### config.mk
export PLATFORM = sky130hd
export DESIGN_NAME = hazard_unit
export DESIGN_NICKNAME = d
export VERILOG_FILES = /design/src/rtl/hazard_unit_pkg.sv /design/src/rtl/hazard_unit_match.sv /design/src/rtl/hazard_unit.sv
export SDC_FILE = /design/constraint.sdc
export NUM_CORES = 1
export LEC_CHECK = 0
export CORE_MARGIN = 5
export CORE_UTILIZATION = 44
export CTS_CLUSTER_DIAMETER = 60
export DETAILED_ROUTE_END_ITERATION = 8
export PLACE_DENSITY_LB_ADDON = 0.3
export SLEW_MARGIN = 20
export SYNTH_ARGS = -nofsm -noshare
export SYNTH_HDL_FRONTEND = slang
export SYNTH_SLANG_ARGS = --single-unit
### constraint.sdc
create_clock -name clk -period 1.8 [get_ports clk]
set_input_delay 0.36 -clock clk [delete_from_list [all_inputs] [get_ports clk]]
set_output_delay 0.36 -clock clk [all_outputs]
set_load 0.02 [all_outputs]
### src/rtl/hazard_unit_pkg.sv
// Shared types and constants for the hazard unit: scoreboard entry layout,
// forwarding-select encoding and the select-width helper.
package hazard_unit_pkg;

    // Register-address field is sized for the widest supported REG_AW (up to 8).
    localparam int unsigned RD_W          = 8;
    localparam int unsigned FWD_SEL_RF    = 0;
    localparam int unsigned FWD_SEL_SLOT0 = 1;

    typedef struct packed {
        logic            v;
        logic [RD_W-1:0] rd;
        logic            ld;
    } sb_entry_t;

    function automatic int unsigned sel_width(input int unsigned depth);
        return $clog2(depth + 1);
    endfunction

endpackage

### src/rtl/hazard_unit_match.sv
// hazard_match: per-operand comparison of one decode source against every
// scoreboard slot, priority-encoded so the youngest (lowest-index) match wins.
module hazard_match
    import hazard_unit_pkg::*;
#(
    parameter int unsigned  REG_AW = 5,
    parameter int unsigned  DEPTH  = 3,
    localparam int unsigned SW     = sel_width(DEPTH)
) (
    input  logic [DEPTH-1:0]  slot_v_i,
    input  logic [RD_W-1:0]   slot_rd_i [DEPTH],
    input  logic              use_i,
    input  logic [REG_AW-1:0] src_i,
    output logic [SW-1:0]     sel_o
);

    logic [DEPTH-1:0] match_s;

    // Match vector, then a descending scan so slot 0 overrides older slots.
    always_comb begin
        match_s = '0;
        sel_o   = SW'(FWD_SEL_RF);
        for (int k = 0; k < DEPTH; k++) begin
            match_s[k] = use_i & (src_i != '0) & slot_v_i[k] & (slot_rd_i[k] == RD_W'(src_i));
        end
        for (int k = DEPTH - 1; k >= 0; k--) begin
            sel_o = match_s[k] ? SW'(k + 1) : sel_o;
        end
    end

endmodule

### src/rtl/hazard_unit.sv
// hazard_unit: RAW hazard stall and forwarding-select generation over a DEPTH-slot
// scoreboard. Define HAZARD_FWD_EN for forwarding; otherwise every RAW hazard stalls.
module hazard_unit
    import hazard_unit_pkg::*;
#(
    parameter int unsigned  REG_AW = 5,
    parameter int unsigned  DEPTH  = 3,
    parameter int unsigned  CNT_W  = 16,
    localparam int unsigned SW     = sel_width(DEPTH)
) (
    input  logic              clk,
    input  logic              rst_n,
    input  logic              dec_valid,
    input  logic [REG_AW-1:0] dec_rs,
    input  logic [REG_AW-1:0] dec_rt,
    input  logic              dec_use_rs,
    input  logic              dec_use_rt,
    input  logic              dec_wr_en,
    input  logic [REG_AW-1:0] dec_rd,
    input  logic              dec_is_load,
    input  logic              flush,
    output logic              stall,
    output logic [SW-1:0]     fwd_a_sel,
    output logic [SW-1:0]     fwd_b_sel,
    output logic [CNT_W-1:0]  stall_cnt
);

    sb_entry_t        sb_q [DEPTH];
    sb_entry_t        sb_d [DEPTH];
    logic [CNT_W-1:0] cnt_q;
    logic [CNT_W-1:0] cnt_d;
    logic [DEPTH-1:0] slot_v_s;
    logic [RD_W-1:0]  slot_rd_s [DEPTH];
    logic [SW-1:0]    sel_a_s;
    logic [SW-1:0]    sel_b_s;
    logic             hit_s;

    // Flatten the scoreboard into the fields the comparators need.
    always_comb begin
        slot_v_s = '0;
        for (int k = 0; k < DEPTH; k++) begin
            slot_v_s[k]  = sb_q[k].v;
            slot_rd_s[k] = sb_q[k].rd;
        end
    end

    hazard_match #(.REG_AW(REG_AW), .DEPTH(DEPTH)) u_match_a (
        .slot_v_i  (slot_v_s),
        .slot_rd_i (slot_rd_s),
        .use_i     (dec_use_rs),
        .src_i     (dec_rs),
        .sel_o     (sel_a_s)
    );

    hazard_match #(.REG_AW(REG_AW), .DEPTH(DEPTH)) u_match_b (
        .slot_v_i  (slot_v_s),
        .slot_rd_i (slot_rd_s),
        .use_i     (dec_use_rt),
        .src_i     (dec_rt),
        .sel_o     (sel_b_s)
    );

    // Hazard decision and operand-source selection for the decode instruction.
    always_comb begin
        hit_s     = 1'b0;
        stall     = 1'b0;
        fwd_a_sel = SW'(FWD_SEL_RF);
        fwd_b_sel = SW'(FWD_SEL_RF);
`ifdef HAZARD_FWD_EN
        // Only a load still in EX is unforwardable; sel==slot0 means slot 0 is the youngest match.
        hit_s = sb_q[0].ld & ((sel_a_s == SW'(FWD_SEL_SLOT0)) | (sel_b_s == SW'(FWD_SEL_SLOT0)));
        if (dec_valid) begin
            fwd_a_sel = sel_a_s;
            fwd_b_sel = sel_b_s;
        end else begin
            fwd_a_sel = SW'(FWD_SEL_RF);
            fwd_b_sel = SW'(FWD_SEL_RF);
        end
`else
        hit_s = (sel_a_s != SW'(FWD_SEL_RF)) | (sel_b_s != SW'(FWD_SEL_RF));
`endif
        stall = dec_valid & ~flush & hit_s;
    end

    // Next scoreboard: decode enters slot 0 unless stalled or flushed; older slots age by one.
    always_comb begin
        for (int k = 0; k < DEPTH; k++) begin
            sb_d[k] = '0;
        end
        if (!stall && !flush) begin
            sb_d[0].v  = dec_valid & dec_wr_en & (dec_rd != '0);
            sb_d[0].rd = RD_W'(dec_rd);
            sb_d[0].ld = dec_is_load;
        end else begin
            sb_d[0] = '0;
        end
        for (int k = 1; k < DEPTH; k++) begin
            sb_d[k] = sb_q[k-1];
        end
    end

    // Saturating stall-cycle counter.
    always_comb begin
        if (stall && (cnt_q != {CNT_W{1'b1}})) begin
            cnt_d = cnt_q + CNT_W'(1);
        end else begin
            cnt_d = cnt_q;
        end
    end

    // State registers.
    always_ff @(posedge clk or negedge rst_n) begin
        if (!rst_n) begin
            for (int k = 0; k < DEPTH; k++) begin
                sb_q[k] <= '0;
            end
            cnt_q <= '0;
        end else begin
            for (int k = 0; k < DEPTH; k++) begin
                sb_q[k] <= sb_d[k];
            end
            cnt_q <= cnt_d;
        end
    end

    assign stall_cnt = cnt_q;

endmodule

# After elaboration in Yosys (flattened, before gate mapping)
# Index checks and enable logic that the tools add are counted.
# W data, S select, Z words.
totals:
  in_bits: 23
  regBits: 43
  output_inout_bits: 21
  wordCells: 51
op_classes:
  n_addsub: 1
  n_reduce_logical: 9
  bitwise: 20
  muxes: 7
  eq_ne: 7
ops:
  columns: ["operator", "n"]
  rows:
  - ["$eq A8 B5 Y1", 6]
  - ["$and A1 B1 Y1", 18]
  - ["$add A16 B1 Y16 const B", 1]
  - ["$ne A16 B16 Y1 const B", 1]
  - ["$reduce_bool A5 Y1", 3]
  - ["$mux W2", 6]
  - ["$mux W10", 1]
  - ["$reduce_bool A2 Y1", 2]
  - ["$logic_and A1 B1 Y1", 2]
  - ["$logic_not A1 Y1", 2]
  - ["$not A1 Y1", 1]
  - ["$or A1 B1 Y1", 1]

# Logic depth before layout (Yosys ltp)
# Gate-level depths: netlist (run 1).
depth:
  depth_word: 13
  depth_mapped: 8
  ltp_nobuf: 7

# Cells and area by module
# From an unflattened synthesis (run 1), not the netlist that was laid out.
unflattened:
  cells_unflattened: 166
  area_unflattened_um2: 1919.3
modules_own_cells:
  columns: ["module", "instances", "cells_each", "area_per_inst_um2"]
  rows:
  - ["hazard_unit", 1, 108, 1436.4]
  - ["hazard_match", 2, 29, 241.5]

# Least setup slack after synthesis (run 1)
# OpenSTA, ideal clock, no wires.
synth_timing:
  path_type: "register -> register"
  from: "reg cnt_q[0] (netlist: stall_cnt[0])"
  to: "reg cnt_q[1] (netlist: stall_cnt[1])"
  path_stages_with_launch: 8
  required_ps: 1672
  path_buffers: 1
  setup_slack_ps: -160
  synth_period_minus_slack_ps: 1960
  arrival_time_ps: 1833
  path_cell_list: "dfrtp_1 > ha_1 > nand4_1 > inv_1 > a31oi_1 > o21ai_4 > buf_6 > mux2_1"
synth_between:
  elab_chain_len: 2
synth_rtl:
  columns: ["item", "line", "source"]
  rows:
  - ["start, declared", "hazard_unit.sv:30", "logic [CNT_W-1:0] cnt_q;"]
  - ["start signal, assigned", "hazard_unit.sv:122", "cnt_q <= cnt_d;"]
  - ["branches (longest 2 deep; another with $add A16 B1 Y16)", null, null]
# Parallel ways; which one is timed is not known.
# A chain may end at the register's enable or synchronous reset.

# Worst setup path in the final report (run 1)
layout_timing:
  from: "reg sb_q (netlist bit sb_d[4])"
  to: "out stall"
layout_between:
  elab_chain_len: 7
layout_rtl:
  columns: ["item", "line", "source"]
  rows:
  - ["start, declared", "hazard_unit.sv:28", "sb_entry_t sb_q [DEPTH];"]
  - ["start signal, assigned by index", "hazard_unit.sv:120", "sb_q[k] <= sb_d[k];"]
  - ["$eq A8 B5 Y1", "hazard_unit_match.sv:24", "match_s[k] = use_i & (src_i != '0) & slot_v_i[k] & (slot_rd_i[k] == RD_W'(src_i));"]
  - ["$and A1 B1 Y1", "hazard_unit_match.sv:24", null]
  - ["$mux W2 (2 in series)", "hazard_unit_match.sv:27", "sel_o = match_s[k] ? SW'(k + 1) : sel_o;"]
  - ["$reduce_bool A2 Y1", "hazard_unit.sv:80", "hit_s = (sel_a_s != SW'(FWD_SEL_RF)) | (sel_b_s != SW'(FWD_SEL_RF));"]
  - ["$or A1 B1 Y1 (*)", "hazard_unit.sv:80", null]
  - ["$and A1 B1 Y1 (*)", "hazard_unit.sv:82", "stall = dec_valid & ~flush & hit_s;"]
  - ["end, declared", "hazard_unit.sv:22", "output logic stall,"]
# Mark *: on every way between the ends. The rest lies on a longest branch, timed or not.

==> results.sh, run 1 <==
export IMPL_grt_pass1_wl_um=7093
export IMPL_grt_total_usage_pct=17.32
export IMPL_dieArea_mm2=0.005297
export IMPL_h_tree_depth=2
export IMPL_routed_via_count=1385
export IMPL_syn_cell_area_mm2=0.001734
export IMPL_setup_viol=22
export IMPL_power_density_mw_per_mm2=621.6
export IMPL_synthAdderAreaFrac_pct=0.7215
export IMPL_vdd_ir_drop_worst_mv=0.5287
export IMPL_ys_types=31
export IMPL_gp_congestion=0.9263
export IMPL_whs_ns=0.4172
export IMPL_worst_slack_ns=-0.4965
export IMPL_drv_cap=0
export IMPL_fin_crit_sh_pct=127.6
export IMPL_io_buffers=38
export IMPL_postSynthAreaPerCell_um2=11.33
export IMPL_required_ns=1.44
export IMPL_final_common_cell="xor2_1"
export IMPL_routedWlPerCell_um=15.79
export IMPL_worstPathMaxFanout=3
export IMPL_cts_num_sinks=34
export IMPL_gr_total_overflow=0
export IMPL_yosys_area_share_simple_pct=20.27
export IMPL_firstDrtPassIters=4
export IMPL_numCtsBuffers=5
export IMPL_synth_area_mux_share_pct=0.6494
export IMPL_syn_to_final_growth_pct=50.43
export IMPL_maxSlewViolCount=0
export IMPL_finClkSkew_ns=0.003837
export IMPL_seqCellArea_um2=853.3
export IMPL_clockRootBuffer="clkbuf_8"
export IMPL_synth_top_family_by_area="XOR/XNOR gates"
export IMPL_synth_seq_cells=34
export IMPL_synth_xor_xnor_area_share_pct=22.73
export IMPL_status="complete, but fails checks"
export IMPL_mostFrequentLayoutCells="xor2_1 (35), dfrtp_1 (32), clkdlybuf4s50_1 (28), buf_4 (24), xnor2_1 (10)"
export IMPL_min_path_type="reg -> reg"
export IMPL_fillers=277
export IMPL_wirelength_um=4312
export IMPL_yosysWarnings=0
export IMPL_grt_pass1_vias=1506
export IMPL_violations="setup timing"
export IMPL_diodes=0
export IMPL_ys_seq_area_share_pct=49.06
export IMPL_remaining_drc_errors=0
export IMPL_fp_dieW_um=72.78
export IMPL_multi_input_area_um2=997.2
export IMPL_ant_nets=0
export IMPL_rsz0062_at_grt="true"
export IMPL_antenna_found_initial=0
export IMPL_ios=44
export IMPL_drt_initial_drc_count=98
export IMPL_hold_buffers=0
export IMPL_fp_row_count=22
export IMPL_initial_core_util_pct=46.32
export IMPL_syn_inst=153
export IMPL_core_mm2=0.003744
export IMPL_dp_hpwl_um=3108
export IMPL_vias_per_cell=5.073
export IMPL_max_freq_ghz=0.4354
export IMPL_final_nets=248
export IMPL_clk_path_buf_depth=2
export IMPL_grt_max_degree=35
export IMPL_cts_tree="built"
export IMPL_die_h_um=72.78
export IMPL_p_leak_nw=1.282
export IMPL_path_class="reg -> out"
export IMPL_clk_pin_slew_ns=0.07
export IMPL_min_period_ns=2.296
export IMPL_hold_viol=0
export IMPL_crit_path_start_kind="flop"
export IMPL_layout_drive_gt1_share_pct=28.44
export IMPL_synth_compound_area_share_pct=3.752
export IMPL_setup_worst_path_end_class="primary output"
export IMPL_tns_ns=-7.098
export IMPL_cp_arrival_ns=1.94
export IMPL_clk_latency_ns=0.28
per-layer routing:
metal  track usage, %  up-vias  wire length [µm]
met2            28.46       46              2162
met4            6.148        0                44
li1                 -      650                 -
met5                0        -                 0
met3            4.959        7               235
met1            21.69      682              1870
synth_stat cells (all sizes together):
master  instances  area, µm²
a31oi           3      31.28
and2            5      31.28
and3            2      12.51
buf             5      41.29
conb            1      3.750
dfrtp          34      850.8
ha              1      12.51
inv             1      3.750
mux2            1      11.26
nand2           8      30.03
nand2b          3      18.77
nand3           9      45.04
nand3b          1      7.510
nand4           2      12.51
nor2           11      41.29
nor3            4      35.03
nor3b           1      7.510
nor4            7      62.56
nor4b           1      15.01
nor4bb          1      10.01
o21a            1      7.510
o21ai           3      26.27
or4             3      22.52
xnor2          10      87.58
xor2           35      306.5
where the power goes:
group          total (W)  switching (W)  internal (W)
Combinational   0.000223       0.000111      0.000112
Clock           0.000583       0.000274      0.000309
Sequential      0.000815      0.0000246      0.000791
sequential cells by signal (all words and copies together) (netlist names):
signal	count
stall_cnt	16
sb_d	12
sb_q	6
final timing paths:
path | from | endpoint | slack, ns | cells after the start
worst max-delay path | sb_d[4] | stall | -0.50 | 7
worst min-delay path | sb_d[9] | sb_q[9] | 0.42 | 0
worst max register to register | sb_d[4] | stall_cnt[9] | -0.45 | 9
worst min register to register | sb_d[9] | sb_q[9] | 0.42 | 0
max in group asynchronous | rst_n | stall_cnt[0] | 0.99 | 2
min in group asynchronous | rst_n | sb_d[4] | 0.48 | 2
cells by family after synthesis:
logic type               count (synthesis)
other                                    1
multiplexers                             1
flip-flops                              34
AND/OR/NAND/NOR                         58
adder cells (fa/ha/maj)                  1
AO/OA/AOI/OAI                            7
buffers and inverters                    6
XOR/XNOR                                45
final cells by class:
type,instances,share of cell area (%)
Multi-Input combinational cell,116,38.23
Sequential cell,34,32.71
Clock inverter,1,0.1918
Timing Repair Buffer,66,23.12
Inverter,1,0.1439
Clock buffer,7,3.309
Tap cell,48,2.302
worst max-delay path, cell delays in order (launching register included):
cell and delay (ns):
dfrtp_1 0.42, xor2_1 0.16, nor4_1 0.32, nand3_1 0.17, a31oi_4 0.25, nor2_4 0.06, nor2_2 0.13, buf_6 0.13
stage by stage:
stage               power [W]  utilization [%]  setup WS (ns)  instances  instance area [µm²]
global route         0.001687            69.69        -0.5903        273                 2609
finish               0.001622            69.69        -0.4965        273                 2609
detailed placement   0.001048            62.73         -1.126        261                 2349
global placement     0.001041            62.73         -1.064        261                 2349
CTS                  0.001625            68.98        -0.5108        273                 2582
floorplan           0.0009252                -        -0.1231        156                 1769
what timing repair did:
item	CTS	global route
pin swaps	23	14
gates resized for setup	40	5
buffers inserted	4	0
setup endpoints to repair	23	23
cloned	1	0
(Power assumes the default switching activity.)
==> run 2, diff against run 1 <==
--- a/config.mk
+++ b/config.mk
@@ -5,6 +5,7 @@
 export SDC_FILE = /design/constraint.sdc
 export NUM_CORES = 1
 export LEC_CHECK = 0
+export ABC_CLOCK_PERIOD_IN_PS = 1800
 export CORE_MARGIN = 5
 export CORE_UTILIZATION = 44
 export CTS_CLUSTER_DIAMETER = 60
==> results of run 2 <==
No change in the layout: final DEF, timing and power equal those of run 1.
==> run 3, diff against run 2 <==
--- a/config.mk
+++ b/config.mk
@@ -7,7 +7,7 @@
 export LEC_CHECK = 0
 export ABC_CLOCK_PERIOD_IN_PS = 1800
 export CORE_MARGIN = 5
-export CORE_UTILIZATION = 44
+export CORE_UTILIZATION = 30
 export CTS_CLUSTER_DIAMETER = 60
 export DETAILED_ROUTE_END_ITERATION = 8
 export PLACE_DENSITY_LB_ADDON = 0.3
==> run 3 against run 2 <==
Net effect:
- the flow still finishes with violations (setup timing)
- clock skew hardly changed
- clock power is 20% higher
- via count is 2.7% lower
- sequential cell count stayed put
- register-to-register slack better by 0.06 ns
- highest routed layer unchanged
==> results.sh, run 3 (synthesis gave the netlist of run 1 again) <==
export IMPL_status="complete, but fails checks"
export IMPL_violations="setup timing"
export IMPL_dp_cells=295
export IMPL_max_freq_ghz=0.4486
export IMPL_layout_drive_gt1_share_pct=33.76
export IMPL_dieArea_mm2=0.007401
export IMPL_hold_viol=0
export IMPL_ant_nets=0
export IMPL_path_class="reg -> out"
export IMPL_worst_slack_ns=-0.4293
export IMPL_numCtsBuffers=5
export IMPL_firstDrtPassIters=4
export IMPL_grt_pass1_vias=1490
export IMPL_clockRootBuffer="clkbuf_8"
export IMPL_setup_viol=22
export IMPL_initial_core_util_pct=31.11
export IMPL_layout_cells_non_filler=309
export IMPL_fp_row_count=27
export IMPL_remaining_drc_errors=0
export IMPL_antenna_found_initial=0
export IMPL_highest_layer="met4"
export IMPL_cp_arrival_ns=1.87
export IMPL_hold_buffers=0
export IMPL_die_h_um=86.03
export IMPL_diodes=0
export IMPL_min_path_type="reg -> reg"
export IMPL_h_tree_depth=2
export IMPL_placed_area_mm2=0.002454
export IMPL_routedWlPerCell_um=13.13
export IMPL_cts_num_sinks=34
export IMPL_clk_pin_slew_ns=0.07
export IMPL_clk_latency_ns=0.29
export IMPL_fin_area_mm2=0.002761
export IMPL_finClkSkew_ns=0.004214
export IMPL_vias_per_cell=4.362
export IMPL_final_common_cell="buf_4"
export IMPL_wl_met1_um=1878
export IMPL_finalPower_w=0.001742
export IMPL_critPathSlowestCell="dfrtp_2"
export IMPL_p_leak_nw=1.363
export IMPL_largest_register_ffs=16
export IMPL_max_stage_delay_ns=0.44
export IMPL_fillers=516
export IMPL_required_ns=1.44
export IMPL_vdd_ir_drop_worst_mv=0.3599
export IMPL_syn_to_final_growth_pct=59.24
export IMPL_maxSlewViolCount=0
export IMPL_setup_worst_path_end_class="primary output"
export IMPL_min_period_ns=2.229
export IMPL_power_density_mw_per_mm2=630.8
export IMPL_dr_wl_met3_um=181
export IMPL_clk_path_buf_depth=2
export IMPL_drt_initial_drc_count=59
export IMPL_path_cells="xor2_1 -> nor4_1 -> nand3_1 -> a31oi_4 -> nor2_2 -> nor2_2 -> buf_6"
export IMPL_whs_ns=0.4311
export IMPL_utilization_pct=49.54
export IMPL_wirelength_um=4056
export IMPL_ios=44
export IMPL_grt_pass1_wl_um=6851
export IMPL_dp_hpwl_um=3086
export IMPL_gp_congestion=0.7775
export IMPL_grt_max_degree=35
export IMPL_final_nets=260
export IMPL_worstPathMaxFanout=3
export IMPL_drv_cap=0
export IMPL_core_mm2=0.005574
export IMPL_grt_total_usage_pct=11.90
export IMPL_cts_tree="built"
export IMPL_fin_crit_sh_pct=123.9
export IMPL_crit_path_start_kind="flop"
export IMPL_path_common_cell="nor2_2"
export IMPL_io_buffers=38
export IMPL_fp_dieW_um=86.03
export IMPL_gr_total_overflow=0
export IMPL_rsz0062_at_grt="true"
export IMPL_routed_via_count=1348
export IMPL_mostFrequentLayoutCells="buf_4 (35), xor2_1 (34), dfrtp_1 (31), clkdlybuf4s50_1 (29), xnor2_1 (10)"
export IMPL_wl_met2_um=1913
[run 3: changes by cell type in the layout (fill, tap and decap cells not counted), sizes merged]
cell	before	now
clkdlybuf4s50	28	29
bufinv	0	1
clkinvlp	0	1
clkbuf	7	6
buf	29	41
clkinv	1	0
dlymetal6s2s	1	0
[run 3: path summary, 6_finish.rpt]
path,to,startpoint,slack (ns),cells past startpoint
max in group asynchronous,stall_cnt[0],rst_n,1.00,2
hold / removal,sb_q[9],sb_d[9],0.43,0
hold reg to reg,sb_q[9],sb_d[9],0.43,0
min in group asynchronous,sb_q[2],rst_n,0.47,2
setup reg to reg,stall_cnt[11],sb_d[14],-0.39,10
setup / recovery,stall,sb_d[14],-0.43,7
[run 3: stage by stage]
stage	setup TNS, ns	worst slack (ns)
global route	-7.882	-0.5375
finish	-5.197	-0.4293
detailed placement	-16.67	-1.057
CTS	-6.297	-0.5040
floorplan	-0.3505	-0.1231
global placement	-16.30	-1.066
[run 3: worst max-delay path: cells and delay by family, from the launching register on]
kind                      cells  cell delay, ns
and+or+nand+nor               4            0.64
DFF                           1            0.44
AOI/OAI and AO/OA             1            0.22
xor gates and xnor gates      1            0.16
buffers and inverters         1            0.12
[run 3: area by class of cell]
type,instances,area (µm²),area share (%)
flip-flops and latches,34,854.6,30.95
multi-input cells,116,1003,36.34
clock inverters,2,37.54,1.359
inverters,1,3.754,0.1359
clock buffers,6,72.57,2.628
repair buffers,78,699.4,25.33
well taps,72,90.09,3.262
[run 3: power by group]
group,switching (W),internal (W),total [W]
combinational,0.000106,0.000120,0.000226
clock,0.000287,0.000413,0.000700
sequential,0.0000251,0.000791,0.000816
[run 3: per-layer routing]
metal | GRT usage, % | up-vias
li1 | - | 679
met1 | 15.67 | 633
met2 | 18.43 | 30
met3 | 2.978 | 6
met4 | 5.180 | 0
met5 | 0 | -
[run 3: timing repair]
action	4_1_cts	5_1_grt
gates resized for setup	43	6
setup endpoints to repair	23	23
cloned	1	0
setup buffers	4	3
pin swaps	31	12
endpoints found under the hold margin	0	0
